## config.mk

```make
export PLATFORM = sky130hd
export DESIGN_NAME = unpacker32to8
export DESIGN_NICKNAME = d
export VERILOG_FILES = /design/src/rtl/unpacker32to8_pkg.sv /design/src/rtl/unpacker32to8.sv
export SDC_FILE = /design/constraint.sdc
export NUM_CORES = 1
export LEC_CHECK = 0
export CORE_UTILIZATION = 50
export CTS_CLUSTER_DIAMETER = 50
export CTS_CLUSTER_SIZE = 8
export DETAILED_ROUTE_END_ITERATION = 8
export GPL_ROUTABILITY_DRIVEN = 1
export PLACE_DENSITY = 0.77
export SYNTH_ARGS = -nofsm -noshare
export SYNTH_HDL_FRONTEND = slang
export SYNTH_SLANG_ARGS = --single-unit
```

## constraint.sdc

```tcl
create_clock -name clk -period 5.55 [get_ports clk]
set_input_delay 1.665 -clock clk [delete_from_list [all_inputs] [get_ports clk]]
set_output_delay 1.665 -clock clk [all_outputs]
set_load 0.005 [all_outputs]
```

## src/rtl/unpacker32to8_pkg.sv

```systemverilog
// Shared sizing constants for the byte-link packer/unpacker pair.
// The packer and unpacker must agree on word and byte widths, so both
// take their defaults from here.
package unpacker32to8_pkg;

   // FIFO word width; always four link bytes.
   localparam int UNPK_DATA_LEN  = 32;
   // Link byte width.
   localparam int UNPK_LVDS_LEN  = 8;
   // Bytes carried by one FIFO word.
   localparam int BYTES_PER_WORD = 4;

   // Width of the byte-position counter inside a word.
   localparam int BCNT_W = $clog2(BYTES_PER_WORD);

   // Position of the final (most significant) byte of a word.
   localparam logic [BCNT_W-1:0] LAST_BYTE = BCNT_W'(BYTES_PER_WORD - 1);

endpackage : unpacker32to8_pkg

```

## src/rtl/unpacker32to8.sv

```systemverilog
// Unpacks 32-bit FIFO words into a little-endian byte stream.
// Byte 0 (bits [7:0]) leaves first and bits [31:24] leave last, mirroring
// packer8to32. A one-word prefetch slot covers the FIFO's one-cycle read
// latency so a ready consumer sees one byte per clock without bubbles.
module unpacker32to8
   import unpacker32to8_pkg::*;
#(
   parameter int DATA_LEN = UNPK_DATA_LEN,
   parameter int LVDS_LEN = UNPK_LVDS_LEN
) (
   input  logic                clk,
   input  logic                rst_n,
   input  logic                fifo_empty,
   output logic                fifo_rd_en,
   input  logic [DATA_LEN-1:0] fifo_data,
   input  logic                ready_in,
   output logic                valid_out,
   output logic [LVDS_LEN-1:0] data_out,
   output logic                busy
);

   // Word currently being emitted, byte by byte.
   logic [DATA_LEN-1:0] cur_word_q, cur_word_d;
   logic                cur_valid_q, cur_valid_d;
   logic [BCNT_W-1:0]   byte_cnt_q, byte_cnt_d;

   // Prefetched word waiting behind the current one.
   logic [DATA_LEN-1:0] pf_word_q, pf_word_d;
   logic                pf_valid_q, pf_valid_d;

   // A read was issued last cycle; fifo_data is valid this cycle.
   logic                pending_q, pending_d;

   // Holds off reads for the first cycle after reset release.
   logic                run_q, run_d;

   logic                xfer;
   logic                last_xfer;

   // Read strobe: one read in flight at most, and only while the prefetch
   // slot is free, so back-pressure caps storage at two words.
   assign fifo_rd_en = run_q & ~fifo_empty & ~pending_q & ~pf_valid_q;

   assign xfer       = cur_valid_q & ready_in;
   assign last_xfer  = xfer & (byte_cnt_q == LAST_BYTE);

   assign valid_out  = cur_valid_q;
   assign busy       = cur_valid_q | pf_valid_q | pending_q;

   // Next-state logic: byte advance, word hand-over and read capture.
   always_comb begin
      // NOTE: every _d starts as its _q so no path through this block
      // leaves a signal unassigned and infers a latch.
      cur_word_d  = cur_word_q;
      cur_valid_d = cur_valid_q;
      byte_cnt_d  = byte_cnt_q;
      pf_word_d   = pf_word_q;
      pf_valid_d  = pf_valid_q;
      pending_d   = fifo_rd_en;
      run_d       = 1'b1;

      if (xfer) begin
         // Wraps to 0 after the last byte.
         byte_cnt_d = byte_cnt_q + 1'b1;
      end

      // Word finished: refill from the prefetch slot first, otherwise from
      // the read landing this cycle, otherwise go idle.
      if (last_xfer) begin
         if (pf_valid_q) begin
            cur_word_d = pf_word_q;
            pf_valid_d = 1'b0;
         end else if (!pending_q) begin
            cur_valid_d = 1'b0;
         end
      end

      // Read data lands: straight into cur when it is free or being vacated,
      // else into the prefetch slot. pending and pf_valid are never both set,
      // because a read is only issued while the prefetch slot is empty.
      if (pending_q) begin
         if (!cur_valid_q || last_xfer) begin
            cur_word_d  = fifo_data;
            cur_valid_d = 1'b1;
            byte_cnt_d  = '0;
         end else begin
            pf_word_d  = fifo_data;
            pf_valid_d = 1'b1;
         end
      end
   end

   // Byte select; drives zero while no word is held.
   always_comb begin
      data_out = '0;
      if (cur_valid_q) begin
         data_out = cur_word_q[LVDS_LEN*int'(byte_cnt_q) +: LVDS_LEN];
      end
   end

   // State registers; reset discards any partial word.
   always_ff @(posedge clk or negedge rst_n) begin
      if (!rst_n) begin
         // NOTE: the word registers are reset too, so data_out and the
         // prefetch slot never expose stale data after a reset.
         cur_word_q  <= '0;
         cur_valid_q <= 1'b0;
         byte_cnt_q  <= '0;
         pf_word_q   <= '0;
         pf_valid_q  <= 1'b0;
         pending_q   <= 1'b0;
         run_q       <= 1'b0;
      end else begin
         // NOTE: non-blocking assignments so every register samples the
         // pre-edge values regardless of statement order.
         cur_word_q  <= cur_word_d;
         cur_valid_q <= cur_valid_d;
         byte_cnt_q  <= byte_cnt_d;
         pf_word_q   <= pf_word_d;
         pf_valid_q  <= pf_valid_d;
         pending_q   <= pending_d;
         run_q       <= run_d;
      end
   end

endmodule : unpacker32to8

```

==> run_summary.xml <==
<?xml version="1.0" encoding="UTF-8"?>
<metrics>
  <group name="status">
    <metric name="run_status" unit="">completed</metric>
  </group>
  <group name="timing">
    <metric name="layout_min_cycle_time" unit="ns">4.649</metric>
    <metric name="max_clock_freq" unit="MHz">215.1</metric>
    <metric name="finalSetupViolations" unit="">0</metric>
    <metric name="finalCritPeriodShare" unit="%">83.77</metric>
    <metric name="post-route-worst-setup-slack" unit="ns">0.9010</metric>
    <metric name="worst_pin_slew" unit="ns">0.9510</metric>
    <metric name="slew-limit-headroom" unit="%">36.60</metric>
    <metric name="drv_slew" unit="">0</metric>
    <metric name="timing.setup.tns" unit="ns">0</metric>
    <metric name="rsz0062_at_grt" unit="">false</metric>
    <metric name="finalHoldViolations" unit="">0</metric>
    <metric name="timing.clock.skew" unit="ns">0.003716</metric>
  </group>
  <group name="setup_path">
    <metric name="timing.setup.critical_path_class" unit="">input pin to output port</metric>
    <metric name="critical_path_peak_fanout" unit="">2</metric>
    <metric name="worstPathRequired" unit="ns">3.88</metric>
    <metric name="crit_path_largest_cell_delay" unit="ns">0.58</metric>
    <metric name="cp_common_cell" unit="">sky130_fd_sc_hd__clkdlybuf4s50_1</metric>
    <metric name="setup.reg_to_reg.worst_slack" unit="ns">2.82</metric>
    <metric name="worst_setup_path_start_kind" unit="">input pin</metric>
    <metric name="ff2ff_path_depth" unit="">4</metric>
    <metric name="reg2reg_to" unit="">cur_word_q[18]</metric>
    <metric name="crit_arrival" unit="ns">2.98</metric>
    <metric name="regToRegStartpoint" unit="">byte_cnt_q[0]</metric>
    <metric name="timing.critical_path.cells" unit="">clkdlybuf4s50_1 &gt; nor4b_1 &gt; clkdlybuf4s50_1</metric>
    <metric name="cp-end-kind" unit="">output port</metric>
    <metric name="critPathSlowestCell" unit="">sky130_fd_sc_hd__clkdlybuf4s50_1</metric>
  </group>
  <group name="synthesis">
    <metric name="synth_top_cells_by_area" unit="">sky130_fd_sc_hd__dfrtp_1 49%, sky130_fd_sc_hd__mux2_4 27%, sky130_fd_sc_hd__mux2_2 9.8%, sky130_fd_sc_hd__mux4_2 5.1%, sky130_fd_sc_hd__buf_6 1.9%</metric>
    <metric name="synth_common_cells" unit="">70 x sky130_fd_sc_hd__dfrtp_1, 65 x sky130_fd_sc_hd__mux2_4, 31 x sky130_fd_sc_hd__mux2_2</metric>
    <metric name="count_of_flip_flops_with_a_built_in_enable_after_synthesis" unit="">0</metric>
    <metric name="synth_ff_type" unit="">sky130_fd_sc_hd__dfrtp_1</metric>
    <metric name="synth_top_area_share" unit="%">49.31</metric>
    <metric name="yosys_warnings" unit="">0</metric>
    <metric name="netlist_area" unit="sq um">3552</metric>
    <metric name="post-synth-top-area-cell" unit="">sky130_fd_sc_hd__dfrtp_1</metric>
    <metric name="syn_inst" unit="">214</metric>
    <metric name="postSynth.asyncResetShare" unit="%">100.0</metric>
    <metric name="post-synth-top-count-cell" unit="">sky130_fd_sc_hd__dfrtp_1</metric>
    <metric name="post_synth.cell_area_avg" unit="sq um">16.60</metric>
    <metric name="yosysSeqAreaShare" unit="%">49.31</metric>
    <metric name="postSynthRegisterBits" unit="">70</metric>
    <metric name="mappedNetlistNets" unit="">251</metric>
    <metric name="post_synth_num_cell_types" unit="">24</metric>
  </group>
  <group name="drt">
    <metric name="drcViolationCount" unit="">0</metric>
    <metric name="vias_per_cell" unit="">5.211</metric>
    <metric name="initialDrtViolationCount" unit="">34</metric>
    <metric name="totalWireLength" unit="um">6471</metric>
    <metric name="drt_pre_antenna_iters" unit="">4</metric>
    <metric name="avgRoutedWirePerCell" unit="um">17.98</metric>
    <metric name="vias" unit="">1876</metric>
    <metric name="ant_nets" unit="">0</metric>
  </group>
  <group name="layout">
    <metric name="fraction_of_layout_instances_using_a_drive_strength_above_1" unit="%">48.11</metric>
    <metric name="syn2layout_area_growth" unit="%">20.36</metric>
    <metric name="nets" unit="">296</metric>
    <metric name="diodes" unit="">0</metric>
  </group>
  <group name="floorplan">
    <metric name="floorplan.initialDensity" unit="%">52.00</metric>
    <metric name="pin_count" unit="">47</metric>
    <metric name="design.die.area" unit="sq um">7445</metric>
    <metric name="chipHeight" unit="um">86.29</metric>
    <metric name="core.rowCount" unit="">30</metric>
    <metric name="chipWidth" unit="um">86.29</metric>
    <metric name="design.core.area" unit="sq um">6832</metric>
  </group>
  <group name="global_route">
    <metric name="global_route.usage.met2" unit="%">31.82</metric>
    <metric name="groute.layer.met1.usage" unit="%">25.59</metric>
    <metric name="grtUsageTotal" unit="%">19.51</metric>
    <metric name="grt_max_degree" unit="">44</metric>
    <metric name="grt_first_pass_wirelength" unit="um">10690</metric>
    <metric name="grt.overflow.total" unit="">0</metric>
    <metric name="initial_antenna_violation_count" unit="">0</metric>
    <metric name="busiest_layer" unit="">met2</metric>
    <metric name="grtUsageMet3" unit="%">4.476</metric>
    <metric name="first_global_vias" unit="">2097</metric>
  </group>
  <group name="pwr">
    <metric name="leakage" unit="uW">0.002153</metric>
    <metric name="power_density" unit="nW/um^2">246.2</metric>
    <metric name="max-vdd-ir-drop" unit="uV">102.3</metric>
  </group>
  <group name="job">
    <metric name="maxCapViolations" unit="">0</metric>
  </group>
  <group name="cts">
    <metric name="tritoncts_num_sinks" unit="">70</metric>
    <metric name="tritoncts.num_buffers" unit="">9</metric>
    <metric name="cts_max_path_buffers" unit="">2</metric>
    <metric name="clock_insertion_delay_worst_skew" unit="ns">0.34</metric>
    <metric name="clock-root-buffer" unit="">sky130_fd_sc_hd__clkbuf_8</metric>
    <metric name="cts-hold-fix-buffers" unit="">0</metric>
    <metric name="post-cts-setup-buffers" unit="">0</metric>
    <metric name="post_cts_resized" unit="">0</metric>
    <metric name="cts_htree_levels" unit="">3</metric>
    <metric name="clkTransAtPathRegs" unit="ns">0.08</metric>
    <metric name="cts_tree" unit="">yes</metric>
  </group>
  <group name="placed_design">
    <metric name="place_congestion" unit="">0.7023</metric>
    <metric name="io_buffers" unit="">46</metric>
    <metric name="final_hpwl_dp" unit="um">4178</metric>
    <metric name="preCtsSetupSlack" unit="ns">0.9002</metric>
  </group>
  <group name="min_path">
    <metric name="hold_path_class" unit="">flip-flop to flip-flop</metric>
    <metric name="hold_path_startpoint" unit="">pf_word_q[24]</metric>
    <metric name="min_to" unit="">pf_word_q[24]</metric>
    <metric name="count_of_cells_along_the_worst_hold_path" unit="">1</metric>
  </group>
</metrics>
worst max-delay path: cells and delay by family:
kind / cells / cell delay (ns)
simple gates: 1 / 0.34
buf+inv: 2 / 0.98
metal layers:
layer / vias up / wire length (um)
met5: - / 0
met4: 0 / 83
met3: 11 / 207
met2: 37 / 3094
met1: 968 / 3086
li1: 860 / -
worst max path at each step:
stage / endpoint / start / slack (ns)
floorplan: fifo_rd_en / fifo_empty / 1.87
global placement: fifo_rd_en / fifo_empty / 0.95
detailed placement: fifo_rd_en / fifo_empty / 0.90
CTS: fifo_rd_en / fifo_empty / 0.90
global route: fifo_rd_en / fifo_empty / 0.80
finish: fifo_rd_en / fifo_empty / 0.90
power by group:
group | total (uW) | switching, uW | leakage [uW] | internal, uW
Clock | 503 | 203 | 0.000112 | 300
Sequential | 510 | 0.0635 | 0.000971 | 510
Combinational | 39.7 | 17.0 | 0.00107 | 22.6
Total | 1050 | 220 | 0.00215 | 832
state kept, by name, indices dropped and copies added, names as in the netlist:
name,cells
pf_valid_q,1
valid_out,1
byte_cnt_q,2
pending_q,1
pf_word_q,32
run_q,1
cur_word_q,32
placed cells by master, fill, tap and decap left out, types with 2 or more instances in the layout:
cell	instances
sky130_fd_sc_hd__buf_4	2
sky130_fd_sc_hd__dfrtp_1	70
sky130_fd_sc_hd__mux2_2	31
sky130_fd_sc_hd__nand2_1	3
sky130_fd_sc_hd__mux2_4	65
sky130_fd_sc_hd__clkbuf_8	9
sky130_fd_sc_hd__and2_1	9
sky130_fd_sc_hd__clkinvlp_4	3
sky130_fd_sc_hd__clkdlybuf4s50_1	45
sky130_fd_sc_hd__mux4_2	8
sky130_fd_sc_hd__bufinv_16	3
logic make-up after synthesis:
| kind of cell | after synthesis | share of synthesized area [%] |
|---|---|---|
| compound gates | 5 | 0.9510 |
| xor+xnor | 1 | 0.2466 |
| fa+ha+maj | 1 | 0.3522 |
| buf+inv | 14 | 3.170 |
| flops | 70 | 49.31 |
| mux | 104 | 42.37 |
| other cells | 1 | 0.1056 |
| simple gates | 18 | 3.487 |
final cells by class:
type | instances | area [sq um]
flip-flops and latches | 70 | 1752
multi-input cells | 130 | 1688
clock buffers | 9 | 123.9
clock inverters | 7 | 121.4
repair buffers | 48 | 470.5
well taps | 96 | 120.1
fillers | 522 | 2556
metrics by stage:
| stage | util, % | power [uW] | cells | hold slack, ns | instance area, sq um |
|---|---|---|---|---|---|
| 2_1_floorplan | - | 521.3 | 214 | 0.4779 | 3552 |
| 5_1_grt | 62.58 | 1086 | 360 | 0.5314 | 4275 |
| 3_5_place_dp | 58.99 | 560.6 | 344 | 0.4964 | 4030 |
| 3_3_place_gp | 58.99 | 560.4 | 344 | 0.4886 | 4030 |
| 4_1_cts | 62.58 | 1064 | 360 | 0.5145 | 4275 |
| 6_report | 62.58 | 1052 | 360 | 0.5129 | 4275 |
Power figures use the tool's default switching activity.
==> variant (same settings) <==
`UNPK_DATA_LEN`: 32 -> 64.
--- a/src/rtl/unpacker32to8_pkg.sv
+++ b/src/rtl/unpacker32to8_pkg.sv
@@ -5,5 +5,5 @@
 
    // FIFO word width; always four link bytes.
-   localparam int UNPK_DATA_LEN  = 32;
+   localparam int UNPK_DATA_LEN  = 64;
    // Link byte width.
    localparam int UNPK_LVDS_LEN  = 8;
Interface: changed (resized fifo_data); port bits go from 47 to 79. The function was not compared with the original's and may differ.
==> variant against the unedited design <==
Wire length fell by 2.6%; cell area fell by 0.82%; sequential cell count unchanged; power fell by 4.3%; synthesized area down 0.25%; final cell count up 0.28%; count of clock-buffer cells in the layout grew 1; worst setup slack better by 0.021 ns; first-iteration DRC count rose to 3.2 times the old value; register-to-register slack is essentially flat; sequential share of layout area increased by 0.34 points; critical endpoint unchanged; largest power group unchanged.
==> variant: results (changes against the unedited design) <==
pin count of the biggest net entering global routing - 46 (+4.5%)
Post-Synth Adder-Cell Area - 0.3531% (+0.00087 points)
met2 usage - 29.37% (-2.5 points)
Clock-cell share - 5.252% (-0.48 points)
Post-DP Area - 0.004018 mm2 (-0.31%)
Pint - 0.7962 mW (-4.3%)
syn_nets - 283 (+13%)
GR Layer Usage met3 - 6.857% (+2.4 points)
Seq area share - 41.31% (+0.34 points)
register area share after synthesis - 49.44% (+0.12 points)
vias in the first global route - 2004 (-4.4%)
share of cells above drive strength 1 - 47.17% (-0.94 points)
Synth area leaders - dfrtp_1, mux2_4, mux2_2
Routed WL - 6.300 mm (-2.6%)
status - completed
Yosys cell types - 25 (+4.2%)
dpl cells - 345 (+0.29%)
DR iter-0 viols - 109 (+220%)
slew margin rel. - 33.93% (-2.7 points)
hold_ws - 0.5034 ns (-0.009539 ns)
buffer share of cell area - 11.27% (+0.27 points)
mux share of post-synthesis cell area - 41.95% (-0.42 points)
count of non-CTS buffers in the layout - 49 (+2.1%)
RR Endpoint - cur_word_q[11]
layout clock buffer count - 10 (+1)
Clock Power Share - 45.4% (-2.4 points)
Final Core Density - 62.07% (-0.51 points)
Finished Layout Cells - 361 (+0.28%)
-- variant: cell types whose count changed after synthesis, moves of 2 or more --
cell    delta
mux2_4     -5
mux2_2     +3
mux2_1     +2
buf_6      +3
buf_4      -3
-- variant: worst max-delay path by stage --
| stage | start | to | slack (ns) | cells past startpoint |
|---|---|---|---|---|
| floorplan | fifo_empty | fifo_rd_en | 1.87 | 1 |
| global placement | fifo_empty | fifo_rd_en | 0.93 | 3 |
| detailed placement | fifo_empty | fifo_rd_en | 0.89 | 3 |
| CTS | fifo_empty | fifo_rd_en | 0.89 | 3 |
| global route | fifo_empty | fifo_rd_en | 0.85 | 3 |
| finish | fifo_empty | fifo_rd_en | 0.92 | 3 |
-- variant: metal layers --
layer  share of wire [%]  wire length, um
met2                  47             2992
met5                   0                0
met1                  46             2909
met4                 1.4               86
met3                 4.9              311
-- variant: worst register-to-register path, cell delays in order, from the launching register on --
cell	delay [ns]
dfrtp_1	0.74
ha_1	0.36
nand4_4	0.70
mux2_4	0.58
mux2_4	0.26
